## src/rtl/led_scan_arbiter.sv

```systemverilog
// -----------------------------------------------------------------------------
// led_scan_arbiter
//
// Scans an 8x8 LED frame buffer (4 bits per pixel: [3] stored, [2] G, [1] R)
// onto the matrix row/column pads. It also arbitrates the single frame-buffer
// RAM address/write port between the scanner, a writer port and a
// whole-buffer clear.
//
// Ports
//   clk, rst          : system clock, synchronous active-high reset
//   wr_req/row/col/data, wr_ack : writer handshake (ack = write issued now)
//   clr_req, clr_busy : level clear request, high while clearing
//   ram_addr_row/col, ram_data, ram_we : frame-buffer RAM port
//   ram_rd_data       : RAM read data, one cycle after the address
//   row_sel, col_r, col_g : registered matrix drive
//   frame_start       : pulse on the first FETCH cycle of row 0
// -----------------------------------------------------------------------------
module led_scan_arbiter #(
   parameter int unsigned ROW_HOLD = 1000
) (
   input  logic       clk,
   input  logic       rst,
   input  logic       wr_req,
   input  logic [2:0] wr_row,
   input  logic [2:0] wr_col,
   input  logic [3:0] wr_data,
   output logic       wr_ack,
   input  logic       clr_req,
   output logic       clr_busy,
   output logic [7:0] ram_addr_row,
   output logic [7:0] ram_addr_col,
   output logic [3:0] ram_data,
   output logic       ram_we,
   input  logic [3:0] ram_rd_data,
   output logic [7:0] row_sel,
   output logic [7:0] col_r,
   output logic [7:0] col_g,
   output logic       frame_start
);

   typedef enum logic [1:0] {
      ST_FETCH = 2'd0,
      ST_SHOW  = 2'd1,
      ST_CLEAR = 2'd2
   } state_t;

   localparam logic [15:0] HOLD_LAST = 16'(ROW_HOLD - 1);

   state_t      state_q, state_d;
   logic [2:0]  row_q, row_d;
   // Shared phase counter: fetch index k, SHOW hold count, or clear address.
   logic [15:0] cnt_q, cnt_d;
   logic [3:0]  shadow_q [8];
   logic [3:0]  shadow_d [8];
   logic [7:0]  row_sel_q, row_sel_d;
   logic [7:0]  col_r_q, col_r_d;
   logic [7:0]  col_g_q, col_g_d;
   logic [2:0]  cap_idx_s;

   // State register plus shadow row and registered matrix drive.
   always_ff @(posedge clk) begin
      if (rst) begin
         state_q   <= ST_FETCH;
         row_q     <= 3'd0;
         cnt_q     <= 16'd0;
         row_sel_q <= 8'd0;
         col_r_q   <= 8'd0;
         col_g_q   <= 8'd0;
         for (int i = 0; i < 8; i++) begin
            shadow_q[i] <= 4'd0;
         end
      end else begin
         state_q   <= state_d;
         row_q     <= row_d;
         cnt_q     <= cnt_d;
         row_sel_q <= row_sel_d;
         col_r_q   <= col_r_d;
         col_g_q   <= col_g_d;
         for (int i = 0; i < 8; i++) begin
            shadow_q[i] <= shadow_d[i];
         end
      end
   end

   // Read data lags the address by one cycle, so k lands in shadow[k-1].
   assign cap_idx_s = 3'(cnt_q[2:0] - 3'd1);

   // Next-state logic: phase sequencing, row advance and shadow capture.
   always_comb begin
      state_d = state_q;
      row_d   = row_q;
      cnt_d   = cnt_q;
      for (int i = 0; i < 8; i++) begin
         shadow_d[i] = shadow_q[i];
      end
      case (state_q)
         ST_FETCH: begin
            if (cnt_q != 16'd0) begin
               shadow_d[cap_idx_s] = ram_rd_data;
            end else begin
               shadow_d[0] = shadow_q[0];
            end
            if (cnt_q == 16'd8) begin
               state_d = ST_SHOW;
               cnt_d   = 16'd0;
            end else begin
               cnt_d = cnt_q + 16'd1;
            end
         end
         ST_SHOW: begin
            // Clear wins over both the writer and the row advance.
            if (clr_req) begin
               state_d = ST_CLEAR;
               cnt_d   = 16'd0;
            end else if (cnt_q == HOLD_LAST) begin
               state_d = ST_FETCH;
               row_d   = row_q + 3'd1;
               cnt_d   = 16'd0;
            end else begin
               cnt_d = cnt_q + 16'd1;
            end
         end
         ST_CLEAR: begin
            if (cnt_q == 16'd63) begin
               state_d = ST_FETCH;
               cnt_d   = 16'd0;
            end else begin
               cnt_d = cnt_q + 16'd1;
            end
         end
         default: begin
            state_d = ST_FETCH;
            cnt_d   = 16'd0;
         end
      endcase
   end

   // Output logic: RAM port mux, handshakes and next matrix drive.
   always_comb begin
      ram_addr_row = 8'd0;
      ram_addr_col = 8'd0;
      ram_data     = 4'd0;
      ram_we       = 1'b0;
      wr_ack       = 1'b0;
      clr_busy     = 1'b0;
      frame_start  = 1'b0;
      case (state_q)
         ST_FETCH: begin
            if (cnt_q < 16'd8) begin
               ram_addr_row = {5'd0, row_q};
               ram_addr_col = {5'd0, cnt_q[2:0]};
            end else begin
               ram_addr_row = 8'd0;
               ram_addr_col = 8'd0;
            end
            frame_start = (cnt_q == 16'd0) && (row_q == 3'd0);
         end
         ST_SHOW: begin
            if (wr_req && !clr_req) begin
               ram_addr_row = {5'd0, wr_row};
               ram_addr_col = {5'd0, wr_col};
               ram_data     = wr_data;
               ram_we       = 1'b1;
               wr_ack       = 1'b1;
            end else begin
               ram_we = 1'b0;
            end
         end
         ST_CLEAR: begin
            ram_addr_row = {5'd0, cnt_q[5:3]};
            ram_addr_col = {5'd0, cnt_q[2:0]};
            ram_we       = 1'b1;
            clr_busy     = 1'b1;
         end
         default: begin
            ram_we = 1'b0;
         end
      endcase

      // Matrix drive follows the next state so it only moves at boundaries.
      row_sel_d = 8'd0;
      col_r_d   = 8'd0;
      col_g_d   = 8'd0;
      if (state_d == ST_SHOW) begin
         row_sel_d = 8'd1 << row_d;
         for (int c = 0; c < 8; c++) begin
            col_r_d[c] = shadow_d[c][3] & shadow_d[c][1];
            col_g_d[c] = shadow_d[c][3] & shadow_d[c][2];
         end
      end else begin
         row_sel_d = 8'd0;
      end
   end

   assign row_sel = row_sel_q;
   assign col_r   = col_r_q;
   assign col_g   = col_g_q;

endmodule

```

## config.mk

```make
export PLATFORM = sky130hd
export DESIGN_NAME = led_scan_arbiter
export DESIGN_NICKNAME = d
export VERILOG_FILES = /design/src/rtl/led_scan_arbiter.sv
export SDC_FILE = /design/constraint.sdc
export NUM_CORES = 1
export LEC_CHECK = 0
export BUFFER_PORTS_ARGS = -buffer_cell sky130_fd_sc_hd__buf_4
export CELL_PAD_IN_SITES_DETAIL_PLACEMENT = 2
export CELL_PAD_IN_SITES_GLOBAL_PLACEMENT = 2
export CORE_MARGIN = 2
export CORE_UTILIZATION = 30
export CTS_BUF_LIST = sky130_fd_sc_hd__clkbuf_2 sky130_fd_sc_hd__clkbuf_4 sky130_fd_sc_hd__clkbuf_8
export CTS_CLUSTER_DIAMETER = 100
export DETAILED_ROUTE_END_ITERATION = 10
export PLACE_DENSITY = 0.83
export SYNTH_ARGS = -nofsm -noshare
export SYNTH_HDL_FRONTEND = slang
export SYNTH_SLANG_ARGS = --single-unit
```

## constraint.sdc

```tcl
create_clock -name clk -period 5.7 [get_ports clk]
set_input_delay 0.285 -clock clk [delete_from_list [all_inputs] [get_ports clk]]
set_output_delay 0.285 -clock clk [all_outputs]
set_load 0.02 [all_outputs]
```

### Yosys cells after proc, flatten, opt, wreduce, memory -nomap -nowiden

Memories as Yosys holds them, arrays and structs flattened.
Index checks and enable logic that the tools add are counted.

| operators by class | value |
|---|---|
| shift operators | 1 |
| add/subtract/negate cells | 3 |
| mux-type cells | 43 |
| bitwise logic cells | 26 |
| $lt $le $gt $ge | 3 |
| equal/unequal tests | 6 |
| reduce and logical (&&, ||, !) cells | 9 |

Operators by type and width:

| kind | count |
|---|---|
| 16-bit 2-to-1 mux | 4 |
| 4-bit 2-to-1 mux | 12 |
| 16-bit case mux with 3 select lines | 1 |
| 32-bit bitwise mux | 1 |
| 32-bit 2-to-1 mux | 1 |
| 28-bit 2-to-1 mux | 1 |
| 3-bit 2-to-1 mux | 7 |
| 3-bit case mux with 3 select lines | 2 |
| 16-bit by 1-bit adder with 16-bit output, second input constant | 1 |
| 1-bit bitwise AND | 16 |
| 16-bit by 10-bit == test with 1-bit output, second input constant | 1 |
| 16-bit by 4-bit == test with 1-bit output, second input constant | 1 |
| 16-bit by 6-bit == test with 1-bit output, second input constant | 1 |
| 16-bit zero test | 1 |
| 16-bit by 4-bit < comparator with 1-bit output, second input constant | 1 |
| 16-bit nonzero test | 1 |
| 4-bit demux with 3-bit select | 1 |
| 2-bit 2-to-1 mux | 4 |
| 1-bit OR | 8 |
| 1-bit by 3-bit left shift with 8-bit output, first input constant | 1 |
| 1-bit 2-to-1 mux | 7 |
| 2-bit case mux with 3 select lines | 1 |
| 2-bit by 1-bit == test with 1-bit output, second input constant | 2 |
| 4-bit >= comparator, second input constant | 1 |
| other kinds (12) | 14 |

| word-level totals | value |
|---|---|
| word-level logic and storage cells | 98 |
| bits in registers | 45 |
| memory bits (writable) | 32 |
| input port bits | 18 |
| output and inout bits | 48 |
| memories | 1 |

Memories:

| name | words | bits a word | read ports | clocked after Yosys merged registers in | wr ports | RTL line | RTL |
|---|---|---|---|---|---|---|---|
| shadow_q | 8 | 4 | 8 | 0 | 8 | 53 | `logic [3:0] shadow_q [8];` |

### Longest topological paths before layout

| depth | value |
|---|---|
| depth in word-level cells | 10 |
| mapped depth | 9 |
| gate-level depth less buffers | 7 |

### Worst setup path before layout

Ideal clock, no wire load.

| path | value |
|---|---|
| path type | register to register |
| start point | reg cnt_q[0] |
| end point | reg col_g_q[4] (netlist: col_g[4]) |
| clock period less this slack | 2.191 ns |
| setup time | 0.124 ns |
| data arrival time | 2.066 ns |
| path slack | 3.509 ns |
| cell stages (with the launch flop) | 9 |
| path buffers | 1 |
| cell sequence | dfxtp_1 buf_2 inv_1 ha_1 nor3b_1 nand4_1 nor4b_1 mux2i_1 nor4_1 |

| on the way | value |
|---|---|
| word-level cells in the longest chain between the ends | 10 |

RTL lines:

| item | RTL line | RTL |
|---|---|---|
| start, declared | 52 | `logic [15:0] cnt_q, cnt_d;` |
| start signal, assigned | 75 | `cnt_q <= cnt_d;` |
| 3-bit by 1-bit subtractor with 3-bit output | 86 | `assign cap_idx_s = 3'(cnt_q[2:0] - 3'd1);` |
| 3-bit inverter with 4-bit output (implied by the code) | 99 | `shadow_d[cap_idx_s] = ram_rd_data;` |
| 4-bit >= comparator (implied by the code) / 4-bit by 1-bit < comparator with 1-bit output (equally long branches) | 99 |  |
| 1-bit logical AND (implied by the code) | 99 |  |
| 4-bit 2-to-1 mux (implied by the code) | 99 |  |
| 4-bit demux with 3-bit select | 99 |  |
| 32-bit bitwise mux | 99 |  |
| 28-bit 2-to-1 mux | 98 | `if (cnt_q != 16'd0) begin` |
| 32-bit 2-to-1 mux | 96 | `case (state_q)` |
| 1-bit bitwise AND | 188 | `col_g_d[c] = shadow_d[c][3] & shadow_d[c][2];` |
| end signal, assigned | 78 | `col_g_q <= col_g_d;` |
| end, declared | 57 | `logic [7:0] col_g_q, col_g_d;` |

Several ways; a longest one is shown, not always the timed one.
A chain may end at the register's enable or synchronous reset.

### Worst setup path in the final report

| path | value |
|---|---|
| start point | reg cnt_q[0] |
| end point | reg col_g_q[5] (netlist: col_g[5]) |

The elaborated chain is that of the path after synthesis.

==> impl_summary.md <==
Outcome
The flow ran to the end, and the final reports show no timing, DRC or antenna violations.

STA
The final-layout worst hold slack is 0.294 ns. Setup violations remaining at the end of the flow were counted as 0. The number of pins exceeding their max-slew limit in the final report is 0. Setup repair after global routing left no endpoint under its margin.

In the finished design, the share of the clock period the worst path needs comes to 0.540. For the pin with the worst max-slew slack, the measured transition is 1.12 ns. Headroom to the max-slew limit came out at 0.250. The time the final worst path needs with I/O delays and setup is 3.08 ns. Based on the critical path, the design can be clocked at up to roughly 0.32 GHz. Adding up every negative setup slack in the final design gives 0 ns. The number of failing hold endpoints at the final stage came to 0. The clock skew is 0.0158 ns.

The post-route worst setup slack is 2.62 ns.

Clock tree
CTS built an H-tree with a depth of 3. Clock tree synthesis found a total of between 60 and 70 sinks. The clock transition at the registers of the reported paths is roughly 0.09 ns.

The number of buffers inserted for hold repair after clock tree synthesis is 0. No sink is reached through more buffers than the 2 on the longest clock path. The post-CTS setup repair buffer count is 0.

The clock root buffer master is sky130_fd_sc_hd__clkbuf_8. The insertion delay to the later sink of the worst-skew pair is 0.36 ns. Clock tree synthesis inserted a total of 9 buffers. The CTS tree is built. Once the clock tree was built, the resizer swapped 0 gates to a different size.

Floorplanning
The core region is around 10000 µm². The number of placed I/O pins is 66. The die covers 11200 µm². For this configuration, the core starts out at a cell density of 0.306.

The die is 106 µm tall. In this run the core area contains 37 standard-cell rows. The floorplan step set the die width to 106 µm.

Worst setup path
The classification of the worst setup path is flop to flop. The kind of cell with the highest combined delay along the critical path is simple AND/OR/NAND/NOR gates. In this run the worst path has a maximum fanout of 25. Traced cell by cell, the critical path runs through ha_1, nor4bb_1, and4_1, nor2_1, o31ai_4, nor4_1.

The biggest cell delay along the critical path is 0.94 ns. The kind of end point of the critical path is a flop. The signal arrival time at the worst endpoint is 3.26 ns.

The number of buffers and inverters on the critical path is 0. The worst endpoint required time is between 5 and 6 ns. The worst setup path is launched from a flop. The slowest stage of the critical path belongs to the cell sky130_fd_sc_hd__o31ai_4.

Yosys
The post-synthesis instance total is between 300 and 400. The total of flip-flops plus latches after synthesis is 69. The mapped netlist covers 3120 µm². The number of flops mapped to enable cells by yosys is 0. In the synthesized netlist the async set-or-reset flop fraction comes to 0. The most common flop cell mapped by yosys is sky130_fd_sc_hd__dfxtp_1. Dividing the synthesized area by the synthesized cell count gives 9.53 µm². Yosys printed 0 warnings. The number of distinct standard cells referenced by the synthesized netlist is 43. Of the synthesized area, sequential elements account for 0.443.

Finish
For this run, the number of standard cells in the final layout without fillers is 510. The most frequent standard cell in the layout excluding fill and tap cells is sky130_fd_sc_hd__dfxtp_1. The fraction of layout cells with a size suffix above 1 is 0.219. At the end of the flow the core is filled with cells to 0.371. The area overhead of the layout relative to synthesis is 21.1%. After routing the design area is roughly 3800 µm².

The library cells used most frequently in the layout, excluding fill and tap cells, are sky130_fd_sc_hd__dfxtp_1 (69), sky130_fd_sc_hd__buf_4 (55), sky130_fd_sc_hd__nor2_1 (50). The count of filler cells inserted in the layout is 1146. The repair_antennas step left the layout with diodes totalling 0. The net count of the finished layout is slightly below 400.

Power
Summing internal, switching and leakage power gives ~1.1 mW. The power per standard cell area is 285 nW/µm². The worst voltage drop across the vdd grid is 0.163 mV. The leakage power total is 1.53 nW.

Routing
The post-detailed-route via-to-cell ratio is 5.03. After detailed routing, the average wire length per cell comes to 18.3 µm. After detailed routing, the number of remaining DRC violations is 0.

The total detailed-routing wirelength is 9.32 mm. The DRC violation total after the first TritonRoute iteration is between 80 and 90. Across all layers, the routed design uses 2567 vias. The length of the first detailed-routing pass in iterations is 7. The count of antenna-violating nets left after detailed routing is 0.

Placement
The worst setup slack before clock tree synthesis is 2.63 ns. At the end of routability-driven placement, the weighted congestion stood at approximately 0.75. The count of buffers added on input and output ports is 54. Counting tap cells, the placed design contains a total of 494 instances.

In this run the cell area measured after placement is 3540 µm². Detailed placement ended at an HPWL of around 6.4 mm.

Worst hold path
The tightest min-delay check is of the primary input to flop type.

GRT
The via count of the first global-routing pass was approximately 2900. The pin count of the biggest net entering global routing is 31. The number of antenna violations at the first check in global routing was 0. The aggregate global-route resource usage is 0.172.

The global-route wire length before repair is between 15 and 20 mm. After global routing the overflow that remains totals 0.

Job
The number of maximum-capacitance violations is 0.
-- power by group --
group | internal [mW] | total (mW) | switching, mW
clock network | 0.253 | 0.466 | 0.213
registers | 0.493 | 0.501 | 0.00841
logic | 0.0394 | 0.110 | 0.0702
-- Yosys cell counts, types with 2 or more instances --
| cell type | n | share of area |
|---|---|---|
| sky130_fd_sc_hd__nand3_1 | 7 | 0.011 |
| sky130_fd_sc_hd__o21ai_0 | 4 | 0.0064 |
| sky130_fd_sc_hd__inv_1 | 10 | 0.012 |
| sky130_fd_sc_hd__nor4_2 | 4 | 0.016 |
| sky130_fd_sc_hd__nand4_1 | 7 | 0.014 |
| sky130_fd_sc_hd__mux2i_1 | 24 | 0.077 |
| sky130_fd_sc_hd__xor2_1 | 11 | 0.031 |
| sky130_fd_sc_hd__xnor2_1 | 8 | 0.022 |
| sky130_fd_sc_hd__buf_4 | 10 | 0.024 |
| sky130_fd_sc_hd__and4_1 | 6 | 0.017 |
| sky130_fd_sc_hd__nor2b_1 | 4 | 0.0080 |
| sky130_fd_sc_hd__dfxtp_1 | 69 | 0.44 |
| sky130_fd_sc_hd__a222oi_1 | 3 | 0.0096 |
| sky130_fd_sc_hd__clkbuf_1 | 11 | 0.013 |
| sky130_fd_sc_hd__ha_1 | 9 | 0.036 |
| sky130_fd_sc_hd__and3_1 | 5 | 0.010 |
| sky130_fd_sc_hd__buf_2 | 9 | 0.014 |
| sky130_fd_sc_hd__a21oi_1 | 11 | 0.018 |
| sky130_fd_sc_hd__buf_6 | 2 | 0.0072 |
| sky130_fd_sc_hd__nand2_1 | 12 | 0.014 |
| sky130_fd_sc_hd__nor4_1 | 26 | 0.052 |
| sky130_fd_sc_hd__nor3_1 | 2 | 0.0032 |
| sky130_fd_sc_hd__nor2_1 | 50 | 0.060 |
| sky130_fd_sc_hd__nor3b_1 | 4 | 0.0096 |
-- sequential cells by signal, summed over array words and instances, names as in the netlist --
name      count
shadow_q     24
cnt_q        16
state_q       2
col_r         8
col_g         8
row_sel       8
row_q         3
-- cells by family after synthesis --
| family | Yosys count | share of synthesized area |
|---|---|---|
| and+or+nand+nor | 135 | 0.244 |
| DFF | 69 | 0.443 |
| buffers and inverters | 43 | 0.0723 |
| AOI/OAI and AO/OA | 27 | 0.0723 |
| muxes | 24 | 0.0771 |
| xor gates and xnor gates | 19 | 0.0534 |
| adders and majority gates | 9 | 0.0361 |
| other | 1 | 0.00120 |
-- metal layers --
layer	GRT usage	part of all wire
met1	0.204	0.43
met3	0.0282	0.021
met4	0.0545	0.013
met2	0.316	0.53
met5	0	0
-- worst register-to-register path, cell delays in order, from the launching register on --
cell	delay, ns
sky130_fd_sc_hd__dfxtp_1	0.54
sky130_fd_sc_hd__ha_1	0.33
sky130_fd_sc_hd__nor4bb_1	0.40
sky130_fd_sc_hd__and4_1	0.37
sky130_fd_sc_hd__nor2_1	0.10
sky130_fd_sc_hd__o31ai_4	0.94
sky130_fd_sc_hd__nor4_1	0.23
-- layout make-up --
class	instances	area, µm²	share of cell area
clock buffer	9	124	0.0328
inverter	10	37.5	0.00995
multi-input combinational	224	1540	0.409
timing repair buffer	55	413	0.109
sequential	69	1380	0.366
tap	136	170	0.0451
clock inverter	7	105	0.0279
-- final timing paths --
kind	startpoint	to	slack, ns	cells after the start
max	cnt_q[0]$_SDFF_PP0_	col_g[5]$_SDFF_PP0_	2.62	6
min	ram_rd_data[1]	shadow_q[0][25]$_SDFF_PP0_	0.29	3
max reg2reg	cnt_q[0]$_SDFF_PP0_	col_g[5]$_SDFF_PP0_	2.62	6
min reg2reg	shadow_q[0][2]$_SDFF_PP0_	shadow_q[0][2]$_SDFF_PP0_	0.50	2
(Power assumes the default switching activity.)
